$ cat src/rtl/csr_pkg.sv
// Shared types and helpers for the Zicsr execute-stage sequencer.
package csr_pkg;

  localparam int CSR_XLEN   = 32;
  localparam int CSR_ADDR_W = 12;

  typedef enum logic [1:0] {
    WF_ILL = 2'b00,
    WF_RW  = 2'b01,
    WF_RS  = 2'b10,
    WF_RC  = 2'b11
  } csr_write_func_t;

  typedef enum logic [1:0] {
    IDLE  = 2'b00,
    READ  = 2'b01,
    WRITE = 2'b10,
    RESP  = 2'b11
  } csr_access_state_t;

  typedef struct packed {
    logic [1:0]            write_func;
    logic [CSR_ADDR_W-1:0] addr;
    logic [CSR_XLEN-1:0]   src;
    logic [4:0]            rd;
    logic                  do_read;
    logic                  do_write;
  } csr_op_t;

  function automatic logic [CSR_XLEN-1:0] csr_rmw(
    input logic [1:0]          write_func,
    input logic [CSR_XLEN-1:0] old,
    input logic [CSR_XLEN-1:0] src
  );
    logic [CSR_XLEN-1:0] res;
    case (write_func)
      WF_RW:   res = src;
      WF_RS:   res = old | src;
      WF_RC:   res = old & ~src;
      default: res = old;
    endcase
    return res;
  endfunction

endpackage

$ cat src/rtl/csr_access_check.sv
// Combinational side-effect and legality rules for a Zicsr op; shared with decode.
module csr_access_check
  import csr_pkg::*;
(
  input  logic [1:0] write_func_i,
  input  logic [4:0] rs1_idx_i,
  input  logic [4:0] rd_idx_i,
  input  logic [3:0] addr_hi_i,
  input  logic [1:0] priv_mode_i,
  output logic       do_read_o,
  output logic       do_write_o,
  output logic       illegal_o
);

  // Gating uses register indices, never register values.
  always_comb begin
    do_read_o  = 1'b1;
    do_write_o = 1'b0;
    illegal_o  = 1'b0;
    if ((write_func_i == WF_RW) && (rd_idx_i == 5'd0)) begin
      do_read_o = 1'b0;
    end else begin
      do_read_o = 1'b1;
    end
    do_write_o = (write_func_i == WF_RW) || (rs1_idx_i != 5'd0);
    illegal_o  = (write_func_i == WF_ILL) ||
                 (priv_mode_i < addr_hi_i[1:0]) ||
                 (do_write_o && (addr_hi_i[3:2] == 2'b11));
  end

endmodule

$ cat src/rtl/csr_access_unit.sv
// Zicsr execute sequencer: accepts a decoded op, strobes the CSR file for read
// then write in separate cycles, and returns the old value to writeback.
module csr_access_unit
  import csr_pkg::*;
#(
  parameter int XLEN   = CSR_XLEN,
  parameter int ADDR_W = CSR_ADDR_W
) (
  input  logic              clock,
  input  logic              reset,
  input  logic              op_valid,
  output logic              op_ready,
  input  logic [2:0]        op_funct3,
  input  logic [ADDR_W-1:0] op_csr_addr,
  input  logic [4:0]        op_rs1_idx,
  input  logic [XLEN-1:0]   op_rs1_val,
  input  logic [4:0]        op_rd_idx,
  input  logic [1:0]        priv_mode,
  output logic [ADDR_W-1:0] csr_addr,
  output logic              csr_read_en,
  output logic              csr_write_en,
  output logic [XLEN-1:0]   csr_write_data,
  input  logic [XLEN-1:0]   csr_read_data,
  input  logic              csr_illegal,
  output logic              wb_valid,
  input  logic              wb_ready,
  output logic [4:0]        wb_rd_idx,
  output logic [XLEN-1:0]   wb_result,
  output logic              wb_illegal
);

  csr_access_state_t state_q;
  csr_op_t           op_q;
  logic [XLEN-1:0]   old_q;
  logic              op_ready_q;
  logic              read_en_q;
  logic              write_en_q;
  logic [XLEN-1:0]   write_data_q;
  logic              wb_valid_q;
  logic [4:0]        wb_rd_idx_q;
  logic [XLEN-1:0]   wb_result_q;
  logic              wb_illegal_q;

  logic [XLEN-1:0]   src_s;
  logic              chk_do_read_s;
  logic              chk_do_write_s;
  logic              chk_illegal_s;

  assign src_s = op_funct3[2] ? {{(XLEN-5){1'b0}}, op_rs1_idx} : op_rs1_val;

  csr_access_check u_check (
    .write_func_i (op_funct3[1:0]),
    .rs1_idx_i    (op_rs1_idx),
    .rd_idx_i     (op_rd_idx),
    .addr_hi_i    (op_csr_addr[11:8]),
    .priv_mode_i  (priv_mode),
    .do_read_o    (chk_do_read_s),
    .do_write_o   (chk_do_write_s),
    .illegal_o    (chk_illegal_s)
  );

  // Sequencer FSM; every output below is a register.
  always_ff @(posedge clock) begin
    if (reset) begin
      state_q      <= IDLE;
      op_q         <= '0;
      old_q        <= '0;
      op_ready_q   <= 1'b1;
      read_en_q    <= 1'b0;
      write_en_q   <= 1'b0;
      write_data_q <= '0;
      wb_valid_q   <= 1'b0;
      wb_rd_idx_q  <= 5'd0;
      wb_result_q  <= '0;
      wb_illegal_q <= 1'b0;
    end else begin
      case (state_q)
        IDLE: begin
          if (op_valid && op_ready_q) begin
            op_q       <= '{write_func: op_funct3[1:0], addr: op_csr_addr, src: src_s,
                            rd: op_rd_idx, do_read: chk_do_read_s, do_write: chk_do_write_s};
            op_ready_q <= 1'b0;
            if (chk_illegal_s) begin
              state_q      <= RESP;
              wb_valid_q   <= 1'b1;
              wb_illegal_q <= 1'b1;
              wb_result_q  <= '0;
              wb_rd_idx_q  <= chk_do_read_s ? op_rd_idx : 5'd0;
            end else if (chk_do_read_s) begin
              state_q   <= READ;
              read_en_q <= 1'b1;
            end else begin
              state_q      <= WRITE;
              write_en_q   <= 1'b1;
              write_data_q <= src_s;
            end
          end
        end
        READ: begin
          read_en_q <= 1'b0;
          old_q     <= csr_read_data;
          if (csr_illegal) begin
            state_q      <= RESP;
            wb_valid_q   <= 1'b1;
            wb_illegal_q <= 1'b1;
            wb_result_q  <= '0;
            wb_rd_idx_q  <= op_q.rd;
          end else if (op_q.do_write) begin
            state_q      <= WRITE;
            write_en_q   <= 1'b1;
            write_data_q <= csr_rmw(op_q.write_func, csr_read_data, op_q.src);
          end else begin
            state_q      <= RESP;
            wb_valid_q   <= 1'b1;
            wb_illegal_q <= 1'b0;
            wb_result_q  <= csr_read_data;
            wb_rd_idx_q  <= op_q.rd;
          end
        end
        WRITE: begin
          write_en_q   <= 1'b0;
          state_q      <= RESP;
          wb_valid_q   <= 1'b1;
          wb_illegal_q <= csr_illegal;
          wb_result_q  <= (csr_illegal || !op_q.do_read) ? '0 : old_q;
          wb_rd_idx_q  <= op_q.do_read ? op_q.rd : 5'd0;
        end
        RESP: begin
          if (wb_ready) begin
            state_q    <= IDLE;
            wb_valid_q <= 1'b0;
            op_ready_q <= 1'b1;
          end
        end
        default: begin
          state_q    <= IDLE;
          read_en_q  <= 1'b0;
          write_en_q <= 1'b0;
          wb_valid_q <= 1'b0;
          op_ready_q <= 1'b1;
        end
      endcase
    end
  end

  assign op_ready       = op_ready_q;
  assign csr_addr       = op_q.addr;
  assign csr_read_en    = read_en_q;
  assign csr_write_en   = write_en_q;
  assign csr_write_data = write_data_q;
  assign wb_valid       = wb_valid_q;
  assign wb_rd_idx      = wb_rd_idx_q;
  assign wb_result      = wb_result_q;
  assign wb_illegal     = wb_illegal_q;

endmodule
$ cat config.mk
export PLATFORM = sky130hd
export DESIGN_NAME = csr_access_unit
export DESIGN_NICKNAME = d
export VERILOG_FILES = /design/src/rtl/csr_pkg.sv /design/src/rtl/csr_access_check.sv /design/src/rtl/csr_access_unit.sv
export SDC_FILE = /design/constraint.sdc
export NUM_CORES = 1
export LEC_CHECK = 0
export ABC_AREA = 1
export CORE_MARGIN = 10
export CORE_UTILIZATION = 50
export DETAILED_ROUTE_END_ITERATION = 7
export HOLD_SLACK_MARGIN = 0.05
export PLACE_DENSITY = 0.79
export SYNTH_ARGS = -nofsm -noshare
export SYNTH_HDL_FRONTEND = slang
export SYNTH_SLANG_ARGS = --single-unit
$ cat constraint.sdc
create_clock -name clock -period 2.3 [get_ports clock]
set_clock_uncertainty 0.2 [all_clocks]
set_input_delay 0.46 -clock clock [delete_from_list [all_inputs] [get_ports clock]]
set_output_delay 0.46 -clock clock [all_outputs]
set_load 0.01 [all_outputs]
**After elaboration in Yosys (flattened, before gate mapping)**

Index checks and enable logic that the tools add are counted.

- Reduce and logical (&&, ||, !) cells: 23
- Mux-type cells: 51
- Equality and inequality tests: 17
- Bitwise operators: 3
- $lt $le $gt $ge: 1

Operator list:

| operator | count |
|---|---|
| 2-to-1 mux 32 bit | 11 |
| case mux 32 bit (3 select lines) | 2 |
| case mux 32 bit (2 select lines) | 1 |
| AND 32 bit | 1 |
| NOT 32 bit | 1 |
| bitwise OR 32 bit | 1 |
| 2-to-1 mux 5 bit | 6 |
| 2-to-1 mux 1 bit | 20 |
| case mux 5 bit (3 select lines) | 1 |
| != test 2 bit, second input constant | 7 |
| AND reduction 4 bit | 3 |
| AND reduction 6 bit | 2 |
| == test 2 bit, second input constant | 5 |
| 2-to-1 mux 2 bit | 4 |
| case mux 2 bit (4 select lines) | 1 |
| == test 2 x 1 -> 1 bit, second input constant | 3 |
| case mux 1 bit (3 select lines) | 2 |
| logical NOT 5 bit | 1 |
| nonzero test 5 bit | 1 |
| logical NOT 2 bit | 2 |
| logical OR 1 bit | 4 |
| case mux 1 bit (2 select lines) | 2 |
| case mux 1 bit (4 select lines) | 1 |
| AND reduction 2 bit | 2 |
| 8 further kinds | 11 |

- Input bits: 96
- Register bits: 161
- Logic and storage cells: 111

**Longest topological paths before layout**

- Word-level depth: 7
- Depth in mapped cells: 11
- Depth with buffers taken out: 10

**Cells and area by module**

From an unflattened synthesis, not the netlist that was laid out.

- Cell total of the unflattened synthesis: 1169
- Area, all modules: 8195.4 um^2

By module, submodules not included:

| module | area an instance (um^2) | sequential area each (um^2) | cells an instance | times used |
|---|---|---|---|---|
| csr_access_unit | 8080.2 | 3223.1 | 1146 | 1 |
| csr_access_check | 115.1 | 0.0 | 23 | 1 |

**Least setup slack after synthesis**

OpenSTA, ideal clock, no wires.

- Path kind: input port to flip-flop
- From: input op_csr_addr[9]
- To: register wb_illegal_q (netlist: wb_illegal)
- Slack: 0.408 ns
- Stages on the path: 10
- Data arrival time: 1.579 ns
- Path buffers: 1
- Data required time: 1.987 ns
- Cells stage by stage: inv_1 > ha_1 > nand2_1 > a21oi_2 > nand3_4 > nand3_2 > buf_4 > nand2_1 > nand2_1 > nor2_1

- Cells in the longest elaborated chain, start to end: 5

Ends and longest elaborated chain:

| what | line | RTL |
|---|---|---|
| from (decl) | csr_access_unit.sv:14 | `input logic [ADDR_W-1:0] op_csr_addr,` |
| less-than comparator 2 bit | csr_access_check.sv:27 | `(priv_mode_i < addr_hi_i[1:0]) \|\|` |
| logical OR 1 bit | csr_access_check.sv:26 | `illegal_o = (write_func_i == WF_ILL) \|\|` |
| logical OR 1 bit | csr_access_check.sv:27 |  |
| != test 2 bit (no line) | - |  |
| AND reduction 4 bit (no line) | - |  |
| to (signal assigned) | csr_access_unit.sv:124 | `wb_illegal_q <= csr_illegal;` |
| to (decl) | csr_access_unit.sv:42 | `logic wb_illegal_q;` |

Every way passes these cells.
A chain may end at the register's enable or synchronous reset.

**Worst setup path in the final report**

- From: input op_csr_addr[9]
- To: register write_data_q[2] (netlist: csr_write_data[2])

- Cells in the longest elaborated chain, start to end: 5

Ends and longest elaborated chain:

| what | line | RTL |
|---|---|---|
| less-than comparator 2 bit | csr_access_check.sv:27 |  |
| logical OR 1 bit | csr_access_check.sv:26 |  |
| logical OR 1 bit | csr_access_check.sv:27 |  |
| != test 2 bit (no line) | - |  |
| AND reduction 6 bit (no line) | - |  |
| to (signal assigned) | csr_access_unit.sv:95 | `write_data_q <= src_s;` |
| to (signal assigned) | csr_access_unit.sv:111 | `write_data_q <= csr_rmw(op_q.write_func, csr_read_data, op_q.src);` |
| to (decl) | csr_access_unit.sv:38 | `logic [XLEN-1:0] write_data_q;` |

Every way passes these cells.

==> tab_implementation.tex <==
\begin{tabular}{lr}
\hline
Metric & Value \\
\hline
\multicolumn{2}{l}{\textbf{Run status}} \\
Outcome & completed \\
\multicolumn{2}{l}{\textbf{Finish}} \\
Final cell utilization of the core & 66.5\% \\
Synth-to-layout area growth & 31.0\% \\
Number of filler instances in the final layout & 1,510 \\
Final Cell Area & 10,900 µm² \\
Register area & 3220 µm² \\
Multi-input combinational cell area & 4090 µm² \\
Fraction of layout instances using a drive strength above 1 & 6.56\% \\
NumNets Final & 1,569 \\
\multicolumn{2}{l}{\textbf{Yosys}} \\
Async set or reset register ratio after synthesis & 0\% \\
Post-synthesis net count & 1,433 \\
Largest area contributor in the synthesized netlist & dfxtp\_1 \\
Post-synthesis cell area & 8350 µm² \\
Top area cells in the synthesized netlist & dfxtp\_1 39\%, nand2\_1 23\%, a21oi\_1 9.3\% \\
Syn Area/Cell & 6.28 µm² \\
Most frequently used flop master after synthesis & dfxtp\_1 \\
Number of synthesis warnings & 0 \\
Post-synthesis sequential area ratio & 38.6\% \\
Top-area cell type share of the netlist area & 38.6\% \\
Cell variety after synth & 29 \\
Count of state elements after synthesis & 161 \\
Post-synthesis cell count & 1,331 \\
Most used standard cells in the synthesized netlist & 503 x nand2\_1, 161 x dfxtp\_1, 156 x a21oi\_1 \\
Cell with the most instances after synthesis & nand2\_1 \\
Number of enable flip-flop cells after synthesis & 0 \\
\multicolumn{2}{l}{\textbf{Floorplan}} \\
Top-level port count & 182 \\
Effective utilization at floorplan & 50.7\% \\
Die span in y & 149 µm \\
Floorplan die width & 149 µm \\
Number of rows created at floorplan & 47 \\
Core area & 16,500 µm² \\
Die Area & 22,300 µm² \\
\multicolumn{2}{l}{\textbf{Drt}} \\
Detail Route Antenna Nets & 0 \\
DRC viols & 0 \\
Total number of vias & 8,619 \\
Total length of routed wires & 24.6 mm \\
First-pass iteration count of the detailed router & 5 \\
Count of routing violations after the opening detailed-route iteration & 836 \\
Via-to-Cell Ratio & 5.07 \\
Detailed-route wire length per cell & 14.5 µm \\
\multicolumn{2}{l}{\textbf{Min path}} \\
Depth of the worst hold-timing path & 2 \\
Endpoint of the worst hold path & wb\_valid\$\_SDFFE\_PP0P\_ \\
Startpoint of the most critical hold path & wb\_valid\$\_SDFFE\_PP0P\_ \\
Hold Path Class & reg -> reg \\
\multicolumn{2}{l}{\textbf{STA}} \\
Transition time of the tightest slew-check pin & 0.504 ns \\
Worst hold margin & 0.251 ns \\
Final hold violations & 0 \\
Final Max Tran Viols & 0 \\
Final setup violation count & 0 \\
Final worst path period share & 89.9\% \\
Setup repair after global routing missed its margin & no \\
Worst relative slew slack & 66.4\% \\
Min cycle time layout & 2.07 ns \\
Max frequency & 484 MHz \\
Sum Neg Setup Slack & 0 ns \\
\multicolumn{2}{l}{\textbf{Critical path}} \\
Category of the worst setup path capture point & flip-flop \\
Critical path cell sequence & clkdlybuf4s50\_1 > inv\_1 > ha\_1 > nand2\_1 > a21oi\_2 > nand3\_2 > nand2\_2 > buf\_12 > nand3\_1 > nand2\_1 > nor2\_1 \\
Reg2Reg Depth & 9 \\
Crit Reg-Reg Startpoint & state\_q[1]\$\_SDFFE\_PP0P\_ \\
Kind of start point of the critical path & primary input \\
Reg-to-reg endpoint & wb\_result[6]\$\_SDFFE\_PP0P\_ \\
Most repeated library cell on the critical path & nand2\_1 \\
Cell with the largest stage delay on the worst path & clkdlybuf4s50\_1 \\
Crit path largest cell delay & 0.45 ns \\
Largest fanout on the critical path & 28 \\
CP top delay family & buffers and inverters \\
Class of the most critical setup path & in -> reg \\
Arrival time worst endpoint & 2.19 ns \\
Register-to-register setup slack & 0.31 ns \\
Worst endpoint required time & 2.42 ns \\
Count of buffering cells on the critical path with inverters included & 3 \\
\multicolumn{2}{l}{\textbf{GRT}} \\
Vias in the first global route & 7,791 \\
Initial antenna violation count & 1 \\
Met3 track utilization from global routing & 4.76\% \\
Total grt overflow & 0 \\
Met2 Usage GRT & 33.4\% \\
Met1 GRT Util & 28.5\% \\
Global routing usage summed across all routing layers & 21.8\% \\
Maximum number of pins on one net before global-route repair & 118 \\
Busiest layer in global routing & met2 \\
Global-route wire length before repair & 39.6 mm \\
\multicolumn{2}{l}{\textbf{Clock network}} \\
Hold Buf Count CTS & 0 \\
Clock-pin slew on the worst setup and hold paths & 0.06 ns \\
TritonCTS clock tree & done \\
Clock Latency Late Sink & 0.43 ns \\
TritonCTS sink count & 161 \\
Longest Clk Path Bufs & 2 \\
Number of H-tree branching levels & 4 \\
Number of CTS-inserted buffers & 17 \\
Buffer cell driving the clock tree root & clkbuf\_16 \\
Count of cells resized by post-cts repair & 0 \\
Buffers inserted by post-CTS timing repair & 0 \\
\multicolumn{2}{l}{\textbf{Power and ir drop}} \\
Worst-case vdd ir drop & 0.000712 V \\
Power density over the cells & 1320 nW/µm² \\
Leakage power & 4.88 nW \\
\multicolumn{2}{l}{\textbf{Flow run}} \\
Max Cap Violations & 0 \\
\multicolumn{2}{l}{\textbf{Placement}} \\
Sum of net half-perimeters after detailed placement & 17.4 mm \\
Input/output buffers & 181 \\
Placer's final routability congestion estimate & 0.826 \\
Standard cell area after detailed placement & 10,400 µm² \\
\hline
\end{tabular}
==> cells by family after synthesis <==
family | after synthesis | synth area share (%)
and+or+nand+nor | 719 | 34.8
buffers and inverters | 234 | 12.6
AOI/OAI and AO/OA | 211 | 13.1
DFF | 161 | 38.6
adders and majority gates | 6 | 0.899
==> worst max-delay path by stage <==
stage | start | endpoint | slack (ns) | cells after the start
2_1_floorplan | op_csr_addr[9] | wb_illegal$_SDFFE_PP0P_ | 0.41 | 10
3_3_place_gp | op_csr_addr[9] | csr_write_data[30]$_SDFFE_PP0P_ | -0.17 | 11
3_5_place_dp | op_csr_addr[9] | csr_write_data[2]$_SDFFE_PP0P_ | -0.22 | 11
4_1_cts | state_q[1]$_SDFFE_PP0P_ | wb_result[6]$_SDFFE_PP0P_ | 0.17 | 9
5_1_grt | op_csr_addr[9] | csr_write_data[26]$_SDFFE_PP0P_ | 0.09 | 11
6_report | op_csr_addr[9] | csr_write_data[2]$_SDFFE_PP0P_ | 0.23 | 11
==> cell usage in the layout (no fill, tap or decap), drive strengths merged, types with 22 or more instances in the layout <==
cell type,Yosys,layout
inv,131,131
nand2,508,508
clkdlybuf4s50,0,180
o21ai,45,45
nand3,41,41
nand4,33,33
dfxtp,161,161
clkbuf,31,22
nor2,130,130
a21oi,158,158
buf,70,38
==> report_power, final <==
group / total (mW) / leakage, nW / internal, mW / switching (mW)
logic: 7.48 / 3.29 / 3.20 / 4.28
clock network: 2.63 / 0.262 / 1.51 / 1.12
registers: 4.28 / 1.32 / 3.73 / 0.548
total: 14.4 / 4.88 / 8.44 / 5.95
==> worst reg2reg max path: cells and delay by family (launching register included) <==
kind / cells / cell delay, ns
DFF: 1 / 0.34
adders and majority gates: 1 / 0.38
AOI/OAI and AO/OA: 1 / 0.18
buffers and inverters: 2 / 0.32
and+or+nand+nor: 5 / 0.49
==> final cells by class <==
cell class,count,share of cell area [%]
flip-flops and latches,161,29.5
well taps,220,2.52
inverters,133,4.57
clock inverters,9,0.526
diodes,1,0.0229
clock buffers,22,4.52
multi-input cells,936,37.4
repair buffers,218,21.0
==> layer usage <==
layer  vias up  part of all wire (%)
met2       296                    45
met5         -                     0
met4         0                   3.5
met1      3870                    44
met3        51                   7.1
li1       4402                     -
==> stage by stage <==
| step | power [mW] | std cells | setup WS (ns) |
|---|---|---|---|
| after floorplan | 9.14 | 1331 | 0.408 |
| after global placement | 11.6 | 1668 | -0.172 |
| after detailed placement | 11.7 | 1668 | -0.220 |
| after CTS | 14.4 | 1699 | 0.171 |
| after global routing | 15.6 | 1700 | 0.0884 |
| final | 14.4 | 1700 | 0.233 |
==> flip-flops by register name (all words and copies together), names as in the netlist <==
| signal | flops |
|---|---|
| csr_addr | 12 |
| csr_read_en | 1 |
| csr_write_data | 32 |
| csr_write_en | 1 |
| old_q | 32 |
| op_q | 41 |
| op_ready | 1 |
| state_q | 2 |
| wb_illegal | 1 |
| wb_rd_idx | 5 |
| wb_result | 32 |
| wb_valid | 1 |
Note: power is estimated with default switching activity, not from simulation.
